## config.mk

```make
export PLATFORM = sky130hd
export DESIGN_NAME = cacheline_arbiter
export DESIGN_NICKNAME = d
export VERILOG_FILES = /design/src/rtl/cacheline_arbiter_pkg.sv /design/src/rtl/sat_counter.sv /design/src/rtl/cacheline_arbiter.sv
export SDC_FILE = /design/constraint.sdc
export NUM_CORES = 1
export LEC_CHECK = 0
export CAP_MARGIN = 25
export CORE_AREA = 2 2 576 578
export CTS_BUF_LIST = sky130_fd_sc_hd__clkbuf_4
export CTS_CLUSTER_SIZE = 8
export DETAILED_ROUTE_END_ITERATION = 8
export DIE_AREA = 0 0 578 580
export PLACE_DENSITY = 0.3
export REMOVE_ABC_BUFFERS = 1
export SYNTH_ARGS = -nofsm -noshare
export SYNTH_HDL_FRONTEND = slang
export SYNTH_SLANG_ARGS = --single-unit
```

## constraint.sdc

```tcl
create_clock -name clk -period 5.3 [get_ports clk]
set_input_delay 1.59 -clock clk [delete_from_list [all_inputs] [get_ports clk]]
set_output_delay 1.59 -clock clk [all_outputs]
set_load 0.1 [all_outputs]
```

## src/rtl/cacheline_arbiter_pkg.sv

```systemverilog
// Shared cache/arbiter types for the memory-side slice of the RV32I core.
// Imported by the cacheline arbiter and its helpers.
package cacheline_arbiter_pkg;

    localparam int LINE_OFF_W = 5;

    typedef enum logic [1:0] {
        CACHE_OP_NONE,
        CACHE_OP_READ,
        CACHE_OP_WRITE
    } cache_op_t;

    typedef enum logic [1:0] {
        IDLE,
        SERVE_I,
        SERVE_D
    } arb_state_t;

    typedef enum logic {
        SRC_I,
        SRC_D
    } arb_src_t;

endpackage

```

## src/rtl/sat_counter.sv

```systemverilog
// Saturating up-counter for performance monitoring.
// Holds at all-ones instead of wrapping.
module sat_counter #(
    parameter int CNT_W = 32
) (
    input  logic             clk,
    input  logic             rst,
    input  logic             inc,
    output logic [CNT_W-1:0] count
);

    always_ff @(posedge clk or negedge rst) begin
        if (!rst) begin
            count <= '0;
        end else if (inc && (count != '1)) begin
            count <= count + CNT_W'(1);
        end
    end

endmodule

```

## src/rtl/cacheline_arbiter.sv

```systemverilog
// Shares one physical-memory cacheline port between icache and dcache.
// Round-robin on ties; every transaction passes through IDLE.
module cacheline_arbiter
    import cacheline_arbiter_pkg::*;
#(
    parameter int LINE_W = 256,
    parameter int ADDR_W = 32,
    parameter int CNT_W  = 32
) (
    input  logic              clk,
    input  logic              rst,
    input  logic              i_read,
    input  logic [ADDR_W-1:0] i_addr,
    output logic [LINE_W-1:0] i_rdata,
    output logic              i_resp,
    input  logic              d_read,
    input  logic              d_write,
    input  logic [ADDR_W-1:0] d_addr,
    input  logic [LINE_W-1:0] d_wdata,
    output logic [LINE_W-1:0] d_rdata,
    output logic              d_resp,
    output logic              pmem_read,
    output logic              pmem_write,
    output logic [ADDR_W-1:0] pmem_addr,
    output logic [LINE_W-1:0] pmem_wdata,
    input  logic [LINE_W-1:0] pmem_rdata,
    input  logic              pmem_resp,
    output logic [CNT_W-1:0]  i_grants,
    output logic [CNT_W-1:0]  d_grants,
    output logic [CNT_W-1:0]  conflict_cycles
);

    arb_state_t state;
    arb_src_t   last_srv;

    logic i_pend;
    logic d_pend;
    logic i_done;
    logic d_done;
    logic conflict;

    assign i_pend = i_read;
    assign d_pend = d_read | d_write;
    assign i_done = (state == SERVE_I) && pmem_resp;
    assign d_done = (state == SERVE_D) && pmem_resp;

    assign conflict = ((state == SERVE_I) && d_pend)
                   || ((state == SERVE_D) && i_pend)
                   || ((state == IDLE) && i_pend && d_pend);

    assign i_rdata = pmem_rdata;
    assign d_rdata = pmem_rdata;

    always_ff @(posedge clk or negedge rst) begin
        if (!rst) begin
            state    <= IDLE;
            last_srv <= SRC_D;
        end else begin
            unique case (state)
                IDLE: begin
                    if (i_pend && d_pend) begin
                        state <= (last_srv == SRC_D) ? SERVE_I : SERVE_D;
                    end else if (i_pend) begin
                        state <= SERVE_I;
                    end else if (d_pend) begin
                        state <= SERVE_D;
                    end
                end
                SERVE_I: begin
                    if (pmem_resp) begin
                        state    <= IDLE;
                        last_srv <= SRC_I;
                    end
                end
                SERVE_D: begin
                    if (pmem_resp) begin
                        state    <= IDLE;
                        last_srv <= SRC_D;
                    end
                end
                default: state <= IDLE;
            endcase
        end
    end

    // Requests are a pure decode of state so reset drops them at once.
    always_comb begin
        pmem_read  = 1'b0;
        pmem_write = 1'b0;
        pmem_addr  = '0;
        pmem_wdata = '0;
        i_resp     = 1'b0;
        d_resp     = 1'b0;
        unique case (state)
            SERVE_I: begin
                pmem_read = 1'b1;
                pmem_addr = i_addr;
                i_resp    = pmem_resp;
            end
            SERVE_D: begin
                pmem_read  = d_read;
                pmem_write = d_write;
                pmem_addr  = d_addr;
                pmem_wdata = d_wdata;
                d_resp     = pmem_resp;
            end
            default: begin
            end
        endcase
    end

    sat_counter #(.CNT_W(CNT_W)) u_i_cnt (
        .clk   (clk),
        .rst   (rst),
        .inc   (i_done),
        .count (i_grants)
    );

    sat_counter #(.CNT_W(CNT_W)) u_d_cnt (
        .clk   (clk),
        .rst   (rst),
        .inc   (d_done),
        .count (d_grants)
    );

    sat_counter #(.CNT_W(CNT_W)) u_c_cnt (
        .clk   (clk),
        .rst   (rst),
        .inc   (conflict),
        .count (conflict_cycles)
    );

endmodule

```

==> Flow_metrics.wiki <==
{| class="wikitable"
! Metric !! Value
|-
| Result of the run || complete, no violations
|-
| Portion of the post-synthesis area used by sequential elements || 0.227
|-
| Average wire per standard cell || 61.6 µm
|-
| Number of buffers inserted during clock tree synthesis || 9
|-
| Horizontal die dimension || 578 µm
|-
| Layout-stage area growth over the synthesis result || 90.4%
|-
| Fraction of the cycle the final worst path needs || 0.928
|-
| Hold Fails Final Rpt || 0
|-
| Dpl hpwl || 331 mm
|-
| Tightest Pin Transition || 1090 ps
|-
| Area share of fa/ha/maj cells after synthesis || 0.00686
|-
| Worst R2R Path Depth || 8
|-
| Main combinational cell family by area after synthesis || buffers and inverters
|-
| Net switching share of the total power || 0.719
|-
| Initial detailed-routing violation count || 1465
|-
| Root Driver || sky130_fd_sc_hd__clkbuf_4
|-
| Overflow after GRT || 0
|-
| Count of pins on the block boundary || 1482
|-
| FF+latch count, synth || 99
|-
| Remaining antenna violation count after routing || 0
|-
| Via count || 13500
|-
| Core Area || 329000 µm²
|-
| Leak Pwr || 6.92 nW
|-
| Arrival time reported for the critical path endpoint || 3330 ps
|-
| Worst-path fanout max || 1
|-
| GRT Util Overall || 0.210
|-
| Xor and xnor fraction of the mapped netlist area || 0.0705
|-
| Utilization of the core after routing || 0.0632
|-
| Req. time, crit path || 3710 ps
|-
| Register clock-pin slew on the reported worst setup and hold paths || 210 ps
|-
| Worst reg2reg startpoint || state[0]
|-
| Clock share of power || 0.041
|-
| Detailed-route wire length || 363 mm
|-
| Layout cell share with drive strength beyond 1 || 0.252
|-
| Most common cell after layout, fill and taps aside || sky130_fd_sc_hd__clkdlybuf4s50_1
|-
| # setup viols final || 0
|-
| Number of library cell types mapped by synthesis || 51
|-
| Complex-gate fraction of the synthesized area || 0.0438
|-
| Quantity of gates resized following cts || 0
|-
| Met1 Use GR || 0.133
|-
| Launching element of the worst setup path || i_addr[29]
|-
| Post-CTS setup buffer count || 0
|-
| Post-synthesis instance area || 10900 µm²
|-
| Class of the most critical setup path || input port to primary output
|-
| Startpoint type of the worst setup path || input port
|-
| DR DRC count || 0
|-
| Multiplexer share of the synthesized area || 0.00309
|-
| Mean Syn Cell Area || 8.19 µm²
|-
| EDFF count, synth || 0
|-
| Global-route wire length before repair || 392 mm
|-
| Max-slew headroom at the worst pin || 0.272
|-
| Unrepaired setup endpoints after global routing || false
|-
| Register-to-register setup slack || 2060 ps
|-
| Maximum count of clock buffers along a single path || 2
|-
| CTS H-tree depth || 3
|-
| Met2 track utilization from global routing || 0.308
|-
| Placer's final routability congestion estimate || 0.991
|-
| Met3 capacity usage during global routing || 0.279
|-
| Net switching power figure || 8.72 mW
|-
| Hold-fix buffers, CTS || 0
|-
| Number of cell rows || 211
|-
| Die footprint || 335000 µm²
|-
| Max-cap viol count || 0
|-
| Simple-gate area share of the yosys netlist || 0.277
|-
| Chip Height || 580 µm
|-
| Fraction of power consumed by sequential logic || 0.076
|-
| Most used flip-flop cell after synthesis || sky130_fd_sc_hd__dfrtp_1
|-
| Tightest Hold Check Type || flop to flop
|-
| Total clock sinks || 99
|-
| Worst setup path endpoint || pmem_addr[29]
|-
| Initial DRT Pass Iterations || 5
|-
| Count of buffers from port buffering || 713
|-
| Initial Utilization || 0.0332
|-
| TritonCTS clock tree || built
|-
| Internal Power || 3.40 mW
|-
| Pin count of the biggest net entering global routing || 87
|-
| Final critical path time including I/O delays and setup || 4920 ps
|-
| Post-synthesis instance total || 1335
|-
| Layer with the highest usage || met2
|-
| Power per cell area || 583 nW/µm²
|-
| Net count, final || 2113
|-
| Total negative slack for setup checks || 0 ps
|-
| Relative contribution of combinational cells to total power || 0.883
|-
| Most used cells in the layout excluding fill and tap cells || sky130_fd_sc_hd__clkdlybuf4s50_1, sky130_fd_sc_hd__and2_1, sky130_fd_sc_hd__buf_4
|-
| Placed cell count || 5880
|-
| Worst reg2reg path endpoint || u_c_cnt.count[23]
|-
| Clk Latency, worst-skew pair || 640 ps
|-
| Clock skew || 27.3 ps
|-
| FILL cells || 38600
|-
| Asr flop ratio synth || 1.00
|-
| Top achievable clock speed || 203 MHz
|-
| Initial antenna violation count || 126
|-
| Via count of the first global-routing pass || 11100
|-
| Number of warnings reported in the yosys synthesis log || 0
|-
| Kind of capture point of the worst setup path || primary output
|-
| Worst vdd ir || 0.187 mV
|-
| Slowest cell on the critical path || sky130_fd_sc_hd__a22oi_1
|-
| CP Cell Sequence || clkdlybuf4s50_1 -> a22oi_1 -> buf_4 -> nor2b_1 -> buf_12
|-
| Final standard cell count with taps included and fillers excluded || 5904
|-
| Worst Hold Slack || 509 ps
|-
| Number of pins exceeding their max-slew limit in the final report || 0
|-
| Critical path's largest stage delay || 770 ps
|-
| Via/cell ratio || 2.28
|}
## flip-flops by register name (all words and copies together), names as in the netlist
| name | count |
|---|---|
| u_d_cnt.count | 32 |
| last_srv | 1 |
| u_c_cnt.count | 32 |
| u_i_cnt.count | 32 |
| state | 2 |
## power by group through the flow
stage | registers [mW] | clock network [mW] | logic (mW)
final | 0.924 | 0.498 | 10.7
after global routing | 0.936 | 0.552 | 11.1
after CTS | 0.923 | 0.551 | 11.0
after detailed placement | 0.937 | 0 | 11.0
after global placement | 0.933 | 0 | 11.0
after floorplan | 1.32 | 0 | 5.74
## Yosys cell counts (2+ instances only)
library cell,number,share of area
sky130_fd_sc_hd__a21oi_1,10,0.0046
sky130_fd_sc_hd__a22oi_1,32,0.022
sky130_fd_sc_hd__a31oi_1,4,0.0023
sky130_fd_sc_hd__and2_1,265,0.15
sky130_fd_sc_hd__and3_1,14,0.0080
sky130_fd_sc_hd__and4_1,11,0.0088
sky130_fd_sc_hd__buf_2,3,0.0014
sky130_fd_sc_hd__buf_4,512,0.35
sky130_fd_sc_hd__clkbuf_1,41,0.014
sky130_fd_sc_hd__dfrtp_1,98,0.22
sky130_fd_sc_hd__ha_1,6,0.0069
sky130_fd_sc_hd__inv_1,12,0.0041
sky130_fd_sc_hd__mux2_2,3,0.0031
sky130_fd_sc_hd__nand2_1,46,0.016
sky130_fd_sc_hd__nand2b_1,2,0.0011
sky130_fd_sc_hd__nand3_1,34,0.016
sky130_fd_sc_hd__nand4_1,32,0.018
sky130_fd_sc_hd__nor2_1,30,0.010
sky130_fd_sc_hd__nor2b_1,34,0.019
sky130_fd_sc_hd__nor3_1,15,0.0069
sky130_fd_sc_hd__nor4_1,6,0.0034
sky130_fd_sc_hd__nor4_2,2,0.0023
sky130_fd_sc_hd__nor4_4,2,0.0039
sky130_fd_sc_hd__o2111ai_1,2,0.0016
sky130_fd_sc_hd__o211ai_1,3,0.0021
sky130_fd_sc_hd__o21ai_0,3,0.0014
sky130_fd_sc_hd__or3_1,2,0.0011
sky130_fd_sc_hd__or4_1,2,0.0014
sky130_fd_sc_hd__xnor2_1,53,0.042
sky130_fd_sc_hd__xor2_1,35,0.028
## area by class of cell
cell class | count | area, µm² | area share
Antenna cell | 8 | 20.0 | 0.000962
Clock buffer | 10 | 75.1 | 0.00361
Clock inverter | 6 | 55.1 | 0.00264
Inverter | 12 | 45.0 | 0.00216
Multi-Input combinational cell | 666 | 4410 | 0.212
Sequential cell | 99 | 2480 | 0.119
Tap cell | 4366 | 5460 | 0.262
Timing Repair Buffer | 737 | 8270 | 0.397
## critical path, delay by kind of cell
kind                   cells  cell delay [ps]
and+or+nand+nor            1               80
AOI/OAI and AO/OA          1              770
buffers and inverters      3              840
## metal layers
metal	part of all wire	wire [µm]
met5	0.023	8390
met4	0.058	20900
met3	0.28	102000
met2	0.41	150000
met1	0.23	82400
## how the worst min path moves through the flow
| stage | start | end | slack [ps] | depth (start not counted) |
|---|---|---|---|---|
| after floorplan | state[1] | state[1] | 490 | 1 |
| after global placement | u_d_cnt.count[31] | u_d_cnt.count[31] | 490 | 1 |
| after detailed placement | u_d_cnt.count[12] | u_d_cnt.count[12] | 490 | 1 |
| after CTS | u_d_cnt.count[12] | u_d_cnt.count[12] | 520 | 1 |
| after global routing | u_i_cnt.count[30] | u_i_cnt.count[30] | 540 | 1 |
| final | u_d_cnt.count[12] | u_d_cnt.count[12] | 510 | 1 |
## per-stage QoR
step                      setup WS, ps  power, mW  cell area (µm²)
after floorplan                  -1850       7.06             6910
after global placement             231       11.9            20600
after detailed placement           300       11.9            20700
after CTS                          222       12.5            20800
after global routing               368       12.6            20800
final                              381       12.1            20800
## cells by family (layout without fill, tap and decap cells)
family                     after synthesis  after routing
AOI/OAI and AO/OA                       64             64
xor gates and xnor gates                88             88
adders and majority gates                6              6
buffers and inverters                  570            765
DFF                                     99             99
muxes                                    3              3
other                                    0              8
and+or+nand+nor                        505            505
No activity file was read; power rests on OpenSTA's default activity.
